--- src/rtl/crc16_sd_line.sv ---
// Serial CRC-16/XMODEM (poly 0x1021, init 0) for one SD data line.
// Accumulates one bit per clock, or shifts the CRC out MSB first when unloading.
module crc16_sd_line (
  input  logic iclk,
  input  logic irst,
  input  logic idata,
  input  logic iunload,
  output logic ocrc
);

  localparam logic [15:0] POLY = 16'h1021;

  logic [15:0] r_crc;
  logic        w_fb;
  logic [15:0] w_shift;
  logic [15:0] w_next;

  // Next-state: plain shift when unloading, LFSR step with feedback otherwise
  always_comb begin
    w_fb    = idata ^ r_crc[15];
    w_shift = {r_crc[14:0], 1'b0};
    if (iunload) begin
      w_next = w_shift;
    end else begin
      w_next = w_shift ^ (w_fb ? POLY : 16'h0000);
    end
  end

  // CRC register; async reset also serves as the between-block clear
  always_ff @(posedge iclk or posedge irst) begin
    if (irst) begin
      r_crc <= 16'h0000;
    end else begin
      r_crc <= w_next;
    end
  end

  // MSB is visible in the same cycle unloading starts, so no output stage
  assign ocrc = r_crc[15];

endmodule

--- config.mk ---
export PLATFORM = sky130hd
export DESIGN_NAME = crc16_sd_line
export DESIGN_NICKNAME = d
export VERILOG_FILES = /design/src/rtl/crc16_sd_line.sv
export SDC_FILE = /design/constraint.sdc
export NUM_CORES = 1
export LEC_CHECK = 0
export ABC_AREA = 1
export BUFFER_PORTS_ARGS = -buffer_cell sky130_fd_sc_hd__clkbuf_2
export CORE_AREA = 5 5 42 44
export DETAILED_ROUTE_END_ITERATION = 8
export DIE_AREA = 0 0 47 49
export SYNTH_ARGS = -nofsm -noshare
export SYNTH_HDL_FRONTEND = slang
export SYNTH_SLANG_ARGS = --single-unit
export TNS_END_PERCENT = 5
--- constraint.sdc ---
create_clock -name iclk -period 1 [get_ports iclk]
set_input_delay 0.2 -clock iclk [delete_from_list [all_inputs] [get_ports iclk]]
set_output_delay 0.2 -clock iclk [all_outputs]
set_load 0.005 [all_outputs]
# --- Word-level counts from Yosys, hierarchy flattened ---
# Cells that the tools add are included.
totals:
  out_inout_bits: 1
  ff_bits: 16
  elab_cells: 5
  input_bits: 4
classes:
  muxes: 2
  n_bitwise: 2
op_table:
  columns: ["cell", "count"]
  rows:
  - ["$mux W16", 1]
  - ["$xor A16 B13 Y16", 1]
  - ["$mux W13", 1]
  - ["$xor A1 B1 Y1", 1]

# --- Depth between registers and ports, before layout ---
# Gate-level depths: netlist of the first run.
logic_depth:
  depth_word: 4
  ltp_mapped: 5
  depth_no_buf: 5

# --- Worst setup path after synthesis of the first run ---
# No wires, ideal clock.
synth_timing:
  path_type: "register -> register"
  start: "register r_crc[15]"
  end: "register r_crc[12]"
  n_path_buf: 0
  stages_incl_launch_ff: 5
  period_less_slack_ps: 786
  arrival_time_ps: 669
  t_required_ps: 883
  setup_time_ps: 117
  setup_slack_ps: 214
  cell_sequence: "dfrtp_1 > nand2_1 > nand3_2 > nand2_1 > nand2_1"
synth_between:
  elab_chain_len: 4
synth_lines:
  columns: ["element", "line_no", "rtl"]
  rows:
  - ["start, declared", "13", "logic [15:0] r_crc;"]
  - ["start signal, assigned", "34", "r_crc <= w_next;"]
  - ["$xor A1 B1 Y1", "20", "w_fb = idata ^ r_crc[15];"]
  - ["$mux W13", "25", "w_next = w_shift ^ (w_fb ? POLY : 16'h0000);"]
  - ["$xor A16 B13 Y16", "25", null]
  - ["$mux W16", "22", "if (iunload) begin"]
  - ["named net w_next[12]", "16", "logic [15:0] w_next;"]
# The timed path passes the listed nets, and every way through them passes these cells.

# --- Worst setup path in the final report of the first run ---
layout_timing:
  start: "register r_crc[15]"
  end: "output port ocrc"
layout_lines:
  columns: ["element", "line_no", "rtl"]
  rows:
  - ["end, declared", "8", "output logic ocrc"]
# No word-level cell between the ends.

==> results.yml, run 1 <==
sta:
  finalHoldViolCount: 0
  fin_skew_ns: 0.00325
  setup_ws_ns: 0.00761
  slew_violations: 0
  fin_setup_tns_ns: 0
  max_clock_freq_mhz: 1010
  tightest_slew_ns: 0.189
  rsz0062_at_grt: "true"
  whs_ns: 0.262
  setup_viol: 0
  max_slew_margin_pct: 87.4
  fin_crit_ns: 0.992
  period_share_pct: 99.2
cells_and_area:
  largest_reg_flops: 16
  top_register: "r_crc"
  finalInstanceArea_um2: 578
  nets: 48
  drive_gt1_share_pct: 30.2
  reg_top3: "r_crc x16"
  area_growth_syn_to_layout_pct: 21.9
  antenna_cells: 0
place:
  post-place-ws_ns: 0.118
  dp_hpwl_um: 460
  place.gp.congestion: 0.739
  portBuffers: 4
  dpl_cell_area_um2: 522
synth:
  synth.most_common_cell: "dfrtp_1"
  synth_top_area_cell: "dfrtp_1"
  synth_edf_count: 0
  synth-main-ff-cell: "dfrtp_1"
  synth_cells: 32
  yosys.area.top_type_share_pct: 84.4
  postSynth.asyncResetShare_pct: 100
  synth-seq-cells: 16
  synthTopCellsByCount: "16 x dfrtp_1, 6 x inv_1, 5 x nand2_1"
  yosysSeqAreaShare_pct: 84.4
  synth.distinct_cells: 7
  synthTopCellsByArea: "dfrtp_1 84%, inv_1 4.7%, nand2_1 4.0%, nand4_1 2.6%, nand3_2 2.1%"
  syn_area_um2: 474
  synth_warnings: 0
  synthesis.nets: 36
  avgSynthCellArea_um2: 14.8
global_routing:
  busiest_layer: "met2"
  antenna_found_initial: 0
  use_met1_pct: 8.29
  grt_overflow: 0
  first_global_vias: 271
  grt_max_degree: 17
  grt_use_total_pct: 7.21
  grt.met2_usage_pct: 9.05
  grt_first_pass_wirelength_mm: 1.08
  grt_util_met3_pct: 3.69
floorplanning:
  die-area_um2: 2300
  start_util_pct: 33.8
  die_height_um: 49
  ioPinCount: 5
  core_area_um2: 1400
  placementRows: 14
  die_w_um: 47
route:
  post-route-drc-count: 0
  first_pass_iters: 1
  vias_per_cell: 4.10
  totalWireLength_um: 654
  wire_per_inst_um: 11.1
  ant_nets: 0
  vias: 242
  drt_iter0_drc: 0
pwr:
  seq_power_share_pct: 61.6
  leakagePower_nw: 0.308
  p_int_mw: 1.07
  p_comb_share_pct: 9.1
  power_frac_clock_pct: 29.3
  power_mw: 1.37
  p_sw_uw: 300
  powerDensity_nw_per_um2: 2370
  swShare_pct: 21.9
  peakVddDrop_v: 0.000928
critical_path:
  crit_arrival_ns: 0.79
  path_class: "reg2out"
  cp_num_buf_inv: 1
  cp-start-kind: "register"
  max_stage_delay_ns: 0.40
  critPathCaptureType: "output port"
  crit_fanout: 3
  ff2ff_path_depth: 6
  r2r_end: "r_crc[5]$_DFF_PP0_"
  path_cells: "clkbuf_2"
  cpMaxStageDelayCell: "dfrtp_1"
  critPathTopFamily: "flip-flops"
  worst-endpoint-required_ns: 0.80
  reg2reg_from: "r_crc[15]$_DFF_PP0_"
  rrSetupSlack_ns: 0.08
worst_hold_path:
  hold_end: "r_crc[12]$_DFF_PP0_"
  hold_path_class: "in2reg"
  hold_start: "iunload"
  hold_depth: 4
clock_network:
  clk_latency_ns: 0.27
  clock-sinks: 16
  htree_levels: 1
  cts_buffer_depth: 2
  cts_root_buf: "clkbuf_4"
  path_clk_slew_ns: 0.09
  cts_made_buffers: 3
  cts_tree: "built"
outcome:
  status: "complete, no violations"
run:
  maxCapViolations: 0
==> per-layer routing <==
layer	wire [um]	part of all wire [%]
met4	16	2.4
met5	0	0
met3	58	8.9
met2	307	47
met1	272	42
==> what timing repair did <==
action                     CTS  global route
pin swaps                    0             0
hold buffers                 1             0
hold endpoints to repair    16             0
gates resized for setup      0             1
setup endpoints to repair    1             2
setup buffers                1             0
==> how the worst max path moves through the flow <==
| stage | startpoint | endpoint | cells past startpoint |
|---|---|---|---|
| after global routing | r_crc[15]$_DFF_PP0_ | ocrc | 1 |
| after detailed placement | r_crc[15]$_DFF_PP0_ | r_crc[5]$_DFF_PP0_ | 4 |
| after floorplan | r_crc[15]$_DFF_PP0_ | r_crc[12]$_DFF_PP0_ | 4 |
| final | r_crc[15]$_DFF_PP0_ | ocrc | 1 |
| after global placement | r_crc[15]$_DFF_PP0_ | r_crc[12]$_DFF_PP0_ | 4 |
| after CTS | r_crc[15]$_DFF_PP0_ | ocrc | 1 |
==> power by group through the flow <==
| stage | Combinational, mW | Clock (mW) | Sequential, mW |
|---|---|---|---|
| 2_1_floorplan | 0.0668 | 0 | 0.837 |
| 3_3_place_gp | 0.0986 | 0 | 0.851 |
| 3_5_place_dp | 0.106 | 0 | 0.854 |
| 4_1_cts | 0.127 | 0.410 | 0.845 |
| 5_1_grt | 0.142 | 0.439 | 0.861 |
| 6_report | 0.124 | 0.401 | 0.843 |
==> worst register-to-register path, stage by stage, from the launching register on <==
cell,delay [ns]
dfrtp_1,0.37
buf_4,0.11
inv_1,0.03
nand2_2,0.07
nand3_2,0.10
nand2_2,0.07
nand2_1,0.05
==> cells by family (layout without fill, tap and decap cells) <==
logic type | after synthesis | in the layout | synth area share (%)
buf+inv | 7 | 18 | 5.54
flops | 16 | 16 | 84.4
simple gates | 9 | 9 | 10.0
==> through the flow <==
stage,utilization (%),std cells
global placement,37.2,53
finish,41.3,59
global route,41.3,59
detailed placement,37.2,53
floorplan,-,32
CTS,41.1,59
==> cell usage in the layout (no fill, tap or decap), types with 2 or more instances in the layout <==
master    count
clkbuf_4      3
dfrtp_1      16
nand2_1       4
buf_4         2
nand2_2       2
clkbuf_2      4
inv_1         6
nand4_1       2
==> final cells by class <==
class                           instances  area (um^2)
Fill cell                             141          823
Sequential cell                        16          400
Multi-Input combinational cell          9         50.0
Timing Repair Buffer                    7         45.0
Clock buffer                            4         36.3
Inverter                                7         26.3
Tap cell                               16         20.0
Note: power is estimated with default switching activity, not from simulation.
==> inputs of run 2 (changes only) <==
- MAX_ROUTING_LAYER: default -> met4
==> results.yml, run 2 (same netlist as run 1, synthesis figures left out) <==
floorplanning:
  ioPinCount: 5
  die_height_um: 49
  start_util_pct: 33.8
  die-area_um2: 2300
  die_w_um: 47
  core_area_um2: 1400
  placementRows: 14
outcome:
  status: "complete, no violations"
critical_path:
  max_stage_delay_ns: 0.40
  worst-endpoint-required_ns: 0.80
  cp_num_buf_inv: 1
  ff2ff_path_depth: 6
  crit_arrival_ns: 0.79
  crit_fanout: 3
  cp_num_cells: 1
  path_cells: "clkbuf_2"
  critPathCaptureType: "output port"
  cp-start-kind: "register"
  path_class: "reg2out"
  critPathTopFamily: "flip-flops"
  cpMaxStageDelayCell: "dfrtp_1"
clock_network:
  cts_made_buffers: 3
  cts_tree: "built"
  path_clk_slew_ns: 0.09
  cts_root_buf: "clkbuf_4"
  cts_buffer_depth: 2
  htree_levels: 1
  clock-sinks: 16
  clk_latency_ns: 0.27
pwr:
  leakagePower_nw: 0.308
  powerDensity_nw_per_um2: 2370
  power_mw: 1.37
  peakVddDrop_v: 0.000928
global_routing:
  antenna_found_initial: 0
  grt.met2_usage_pct: 9.05
  grt_max_degree: 17
  grt_overflow: 0
  busiest_layer: "met2"
  grt_util_met3_pct: 3.69
  grt_use_total_pct: 7.40
  use_met1_pct: 8.29
  grt_first_pass_wirelength_mm: 1.08
  first_global_vias: 268
sta:
  setup_viol: 0
  period_share_pct: 99.2
  rsz0062_at_grt: "true"
  finalHoldViolCount: 0
  max_slew_margin_pct: 87.4
  slew_violations: 0
  max_clock_freq_mhz: 1010
  fin_crit_ns: 0.992
  tightest_slew_ns: 0.189
  fin_skew_ns: 0.00329
cells_and_area:
  top_register: "r_crc"
  fillers: 141
  reg_top3: "r_crc x16"
  area_growth_syn_to_layout_pct: 21.9
  drive_gt1_share_pct: 30.2
  antenna_cells: 0
  layout_common_cells: "16 x dfrtp_1, 6 x inv_1, 4 x nand2_1, 4 x clkbuf_2, 3 x clkbuf_4"
  finalInstanceArea_um2: 578
  largest_reg_flops: 16
  nets: 48
  final_common_cell: "dfrtp_1"
route:
  drt_iter0_drc: 0
  vias: 244
  first_pass_iters: 1
  totalWireLength_um: 652
  ant_nets: 0
  vias_per_cell: 4.14
  wire_per_inst_um: 11.1
  post-route-drc-count: 0
place:
  place.gp.congestion: 0.748
  dpl_cell_area_um2: 522
  dp_hpwl_um: 460
  portBuffers: 4
run:
  maxCapViolations: 0
worst_hold_path:
  hold_path_class: "in2reg"
  hold_depth: 4
[run 2: cell counts in the layout (fill, tap and decap cells not counted)]
No cell type changed its count.
[run 2: layer usage]
metal / routed length [um] / vias to the layer above / part of all wire, %
li1: - / 116 / -
met1: 269 / 117 / 41
met2: 299 / 7 / 46
met3: 60 / 4 / 9.2
met4: 23 / 0 / 3.5
met5: 0 / - / 0
[run 2: cell type report]
cell class | count | area (um^2) | share of cell area, %
Clock buffer | 4 | 36.3 | 6.28
Sequential cell | 16 | 400 | 69.3
Timing Repair Buffer | 7 | 45.0 | 7.79
Tap cell | 16 | 20.0 | 3.46
Inverter | 7 | 26.3 | 4.55
Multi-Input combinational cell | 9 | 50.0 | 8.66
[run 2: where the power goes]
group,total [mW],switching (mW),internal (mW)
Combinational,0.124,0.0681,0.0560
Clock,0.401,0.179,0.221
Sequential,0.844,0.0524,0.791
[run 2: through the flow]
step	std cells	utilization [%]	worst slack [ns]	hold slack [ns]	setup TNS, ns
final	59	41.3	0.00765	0.262	0
after global routing	59	41.3	-0.0302	0.286	-0.0302
after global placement	53	37.2	0.190	0.182	0
after floorplan	32	-	0.214	0.114	0
after detailed placement	53	37.2	0.118	0.187	0
after CTS	59	41.1	0.00220	0.262	0
[run 2: final timing paths]
| path | start | end | slack, ns |
|---|---|---|---|
| max | r_crc[15]$_DFF_PP0_ | ocrc | 0.008 |
| min in group asynchronous | irst | r_crc[13]$_DFF_PP0_ | 0.44 |
| min reg2reg | r_crc[13]$_DFF_PP0_ | r_crc[14]$_DFF_PP0_ | 0.35 |
| max in group asynchronous | irst | r_crc[6]$_DFF_PP0_ | 0.40 |
| max reg2reg | r_crc[15]$_DFF_PP0_ | r_crc[5]$_DFF_PP0_ | 0.08 |
| min | iunload | r_crc[12]$_DFF_PP0_ | 0.26 |
[run 2: tightest hold or removal path, delay by kind of cell]
kind | cells | cell delay, ns
buf+inv | 2 | 0.15
simple gates | 2 | 0.16
[run 2: timing repair]
action                                 CTS  global route
setup endpoints to repair                1             2
setup buffers                            1             0
resized for setup                        0             1
pin swaps                                0             0
hold buffers                             1             0
endpoints found under the hold margin   16             0
==> inputs of run 3 (changes only) <==
- ABC_AREA: 1 -> 0
==> results.yml, run 3 <==
global_routing:
  use_met1_pct: 8.27
  first_global_vias: 197
  grt_max_degree: 10
  grt_first_pass_wirelength_um: 903
  grt_use_total_pct: 6.36
  busiest_layer: "met1"
  grt.met2_usage_pct: 6.11
  grt_overflow: 0
  grt_util_met3_pct: 5.54
  antenna_found_initial: 0
cells_and_area:
  fillers: 138
  finalInstanceArea_um2: 524
  final_common_cell: "dfrtp_1"
  nets: 37
  multiInputGateArea_um2: 32.5
  area_growth_syn_to_layout_pct: 20.1
  ff_latch_area_um2: 400
  antenna_cells: 0
  top_register: "r_crc"
  reg_top3: "r_crc x16"
  instances_no_fill: 47
  layout_common_cells: "16 x dfrtp_1, 4 x clkbuf_2, 3 x clkbuf_4"
  largest_reg_flops: 16
  drive_gt1_share_pct: 32.3
clock_network:
  path_clk_slew_ns: 0.08
  cts_buffer_depth: 2
  clk_latency_ns: 0.27
  cts_root_buf: "clkbuf_4"
  clock-sinks: 16
  cts_setup_buffers: 0
  htree_levels: 1
  cts_made_buffers: 3
  cts_tree: "built"
  post_cts_resize_count: 0
floorplanning:
  start_util_pct: 31.2
  die_height_um: 49
  placementRows: 14
  die-area_um2: 2300
  ioPinCount: 5
  core_area_um2: 1400
  die_w_um: 47
critical_path:
  critPathCaptureType: "output port"
  worst-endpoint-required_ns: 0.80
  cp_num_buf_inv: 1
  cp-start-kind: "register"
  crit_arrival_ns: 0.78
  path_cells: "clkbuf_2"
  cpMaxStageDelayCell: "dfrtp_1"
  crit_fanout: 2
  max_stage_delay_ns: 0.39
  critPathTopFamily: "flip-flops"
  path_class: "reg2out"
sta:
  fin_crit_ns: 0.977
  fin_skew_ns: 0.00111
  finalHoldViolCount: 0
  whs_ns: 0.112
  tightest_slew_ns: 0.197
  fin_setup_tns_ns: 0
  max_clock_freq_mhz: 1020
  max_slew_margin_pct: 86.8
  period_share_pct: 97.7
  rsz0062_at_grt: "true"
  setup_viol: 0
  slew_violations: 0
synth:
  synth-seq-cells: 16
  yosys.area.top_type_share_pct: 91.7
  synth_edf_count: 0
  avgSynthCellArea_um2: 20.8
  synthTopCellsByCount: "16 x dfrtp_1, 2 x xor2_1, 1 x inv_1, 1 x nor2_2, 1 x xnor2_1"
  synth_cells: 21
  synth_warnings: 0
  yosysSeqAreaShare_pct: 91.7
  synth.distinct_cells: 5
  postSynth.asyncResetShare_pct: 100
  synth.most_common_cell: "dfrtp_1"
  synthTopCellsByArea: "dfrtp_1 92%, xor2_1 4.0%, xnor2_1 2.0%, nor2_2 1.4%, inv_1 0.86%"
  synth-main-ff-cell: "dfrtp_1"
  synthesis.nets: 25
  synth_top_area_cell: "dfrtp_1"
  syn_area_um2: 437
place:
  place.gp.congestion: 0.705
  dp_cells: 43
  portBuffers: 4
  dp_hpwl_um: 341
  dpl_cell_area_um2: 492
run:
  maxCapViolations: 0
route:
  vias: 184
  first_pass_iters: 1
  ant_nets: 0
  wire_per_inst_um: 10.9
  post-route-drc-count: 0
  drt_iter0_drc: 0
  totalWireLength_um: 511
  vias_per_cell: 3.91
pwr:
  powerDensity_nw_per_um2: 2750
  leakagePower_nw: 0.264
  peakVddDrop_v: 0.000680
  power_mw: 1.44
worst_hold_path:
  hold_path_class: "in2reg"
outcome:
  status: "complete, no violations"
## run 3: cell types whose count changed in the layout (fill, tap and decap cells not counted), sizes merged
cell    before  now
nor2         0    1
clkbuf       8    7
xnor2        0    1
xor2         0    2
clkinv       1    0
nand4        2    0
nand3        1    0
nand2        6    0
inv          6    1
## run 3: cell families after synthesis
kind of cell | after synthesis | share of synthesized area [%]
simple gates | 1 | 1.43
xor+xnor | 3 | 6.02
buf+inv | 1 | 0.859
flops | 16 | 91.7
## run 3: power by group
part | switching (mW) | internal, mW
combinational | 0.0602 | 0.0644
sequential | 0.0913 | 0.923
clock | 0.166 | 0.139
## run 3: repair_timing
item | 4_1_cts | 5_1_grt
setup endpoints to repair | 0 | 2
hold endpoints to repair | 16 | 0
hold buffers | 1 | 0
## run 3: final timing paths
check	endpoint	slack, ns	from	cells after the start
setup / recovery	ocrc	0.02	r_crc[15]$_DFF_PP0_	1
hold / removal	r_crc[0]$_DFF_PP0_	0.11	iunload	2
setup reg to reg	r_crc[12]$_DFF_PP0_	0.07	r_crc[15]$_DFF_PP0_	3
hold reg to reg	r_crc[7]$_DFF_PP0_	0.35	r_crc[6]$_DFF_PP0_	0
max in group asynchronous	r_crc[14]$_DFF_PP0_	0.43	irst	4
min in group asynchronous	r_crc[7]$_DFF_PP0_	0.43	irst	4
## run 3: final cells by class
cell class,count,area share [%]
Inverter,1,0.716
Tap cell,16,3.82
Sequential cell,16,76.4
Clock buffer,3,4.30
Timing Repair Buffer,7,8.59
Multi-Input combinational cell,4,6.21
## run 3: layer usage
| metal | vias to the layer above | wire [um] |
|---|---|---|
| met4 | 0 | 0 |
| met5 | - | 0 |
| met2 | 5 | 202 |
| met1 | 96 | 259 |
| met3 | 0 | 49 |
| li1 | 83 | - |
## run 3: through the flow
stage / util, % / setup WS (ns)
6_report: 37.4 / 0.0233
5_1_grt: 37.4 / -0.0259
4_1_cts: 37.4 / 0.00143
3_5_place_dp: 35.1 / 0.0528
3_3_place_gp: 35.1 / 0.0760
2_1_floorplan: - / 0.112
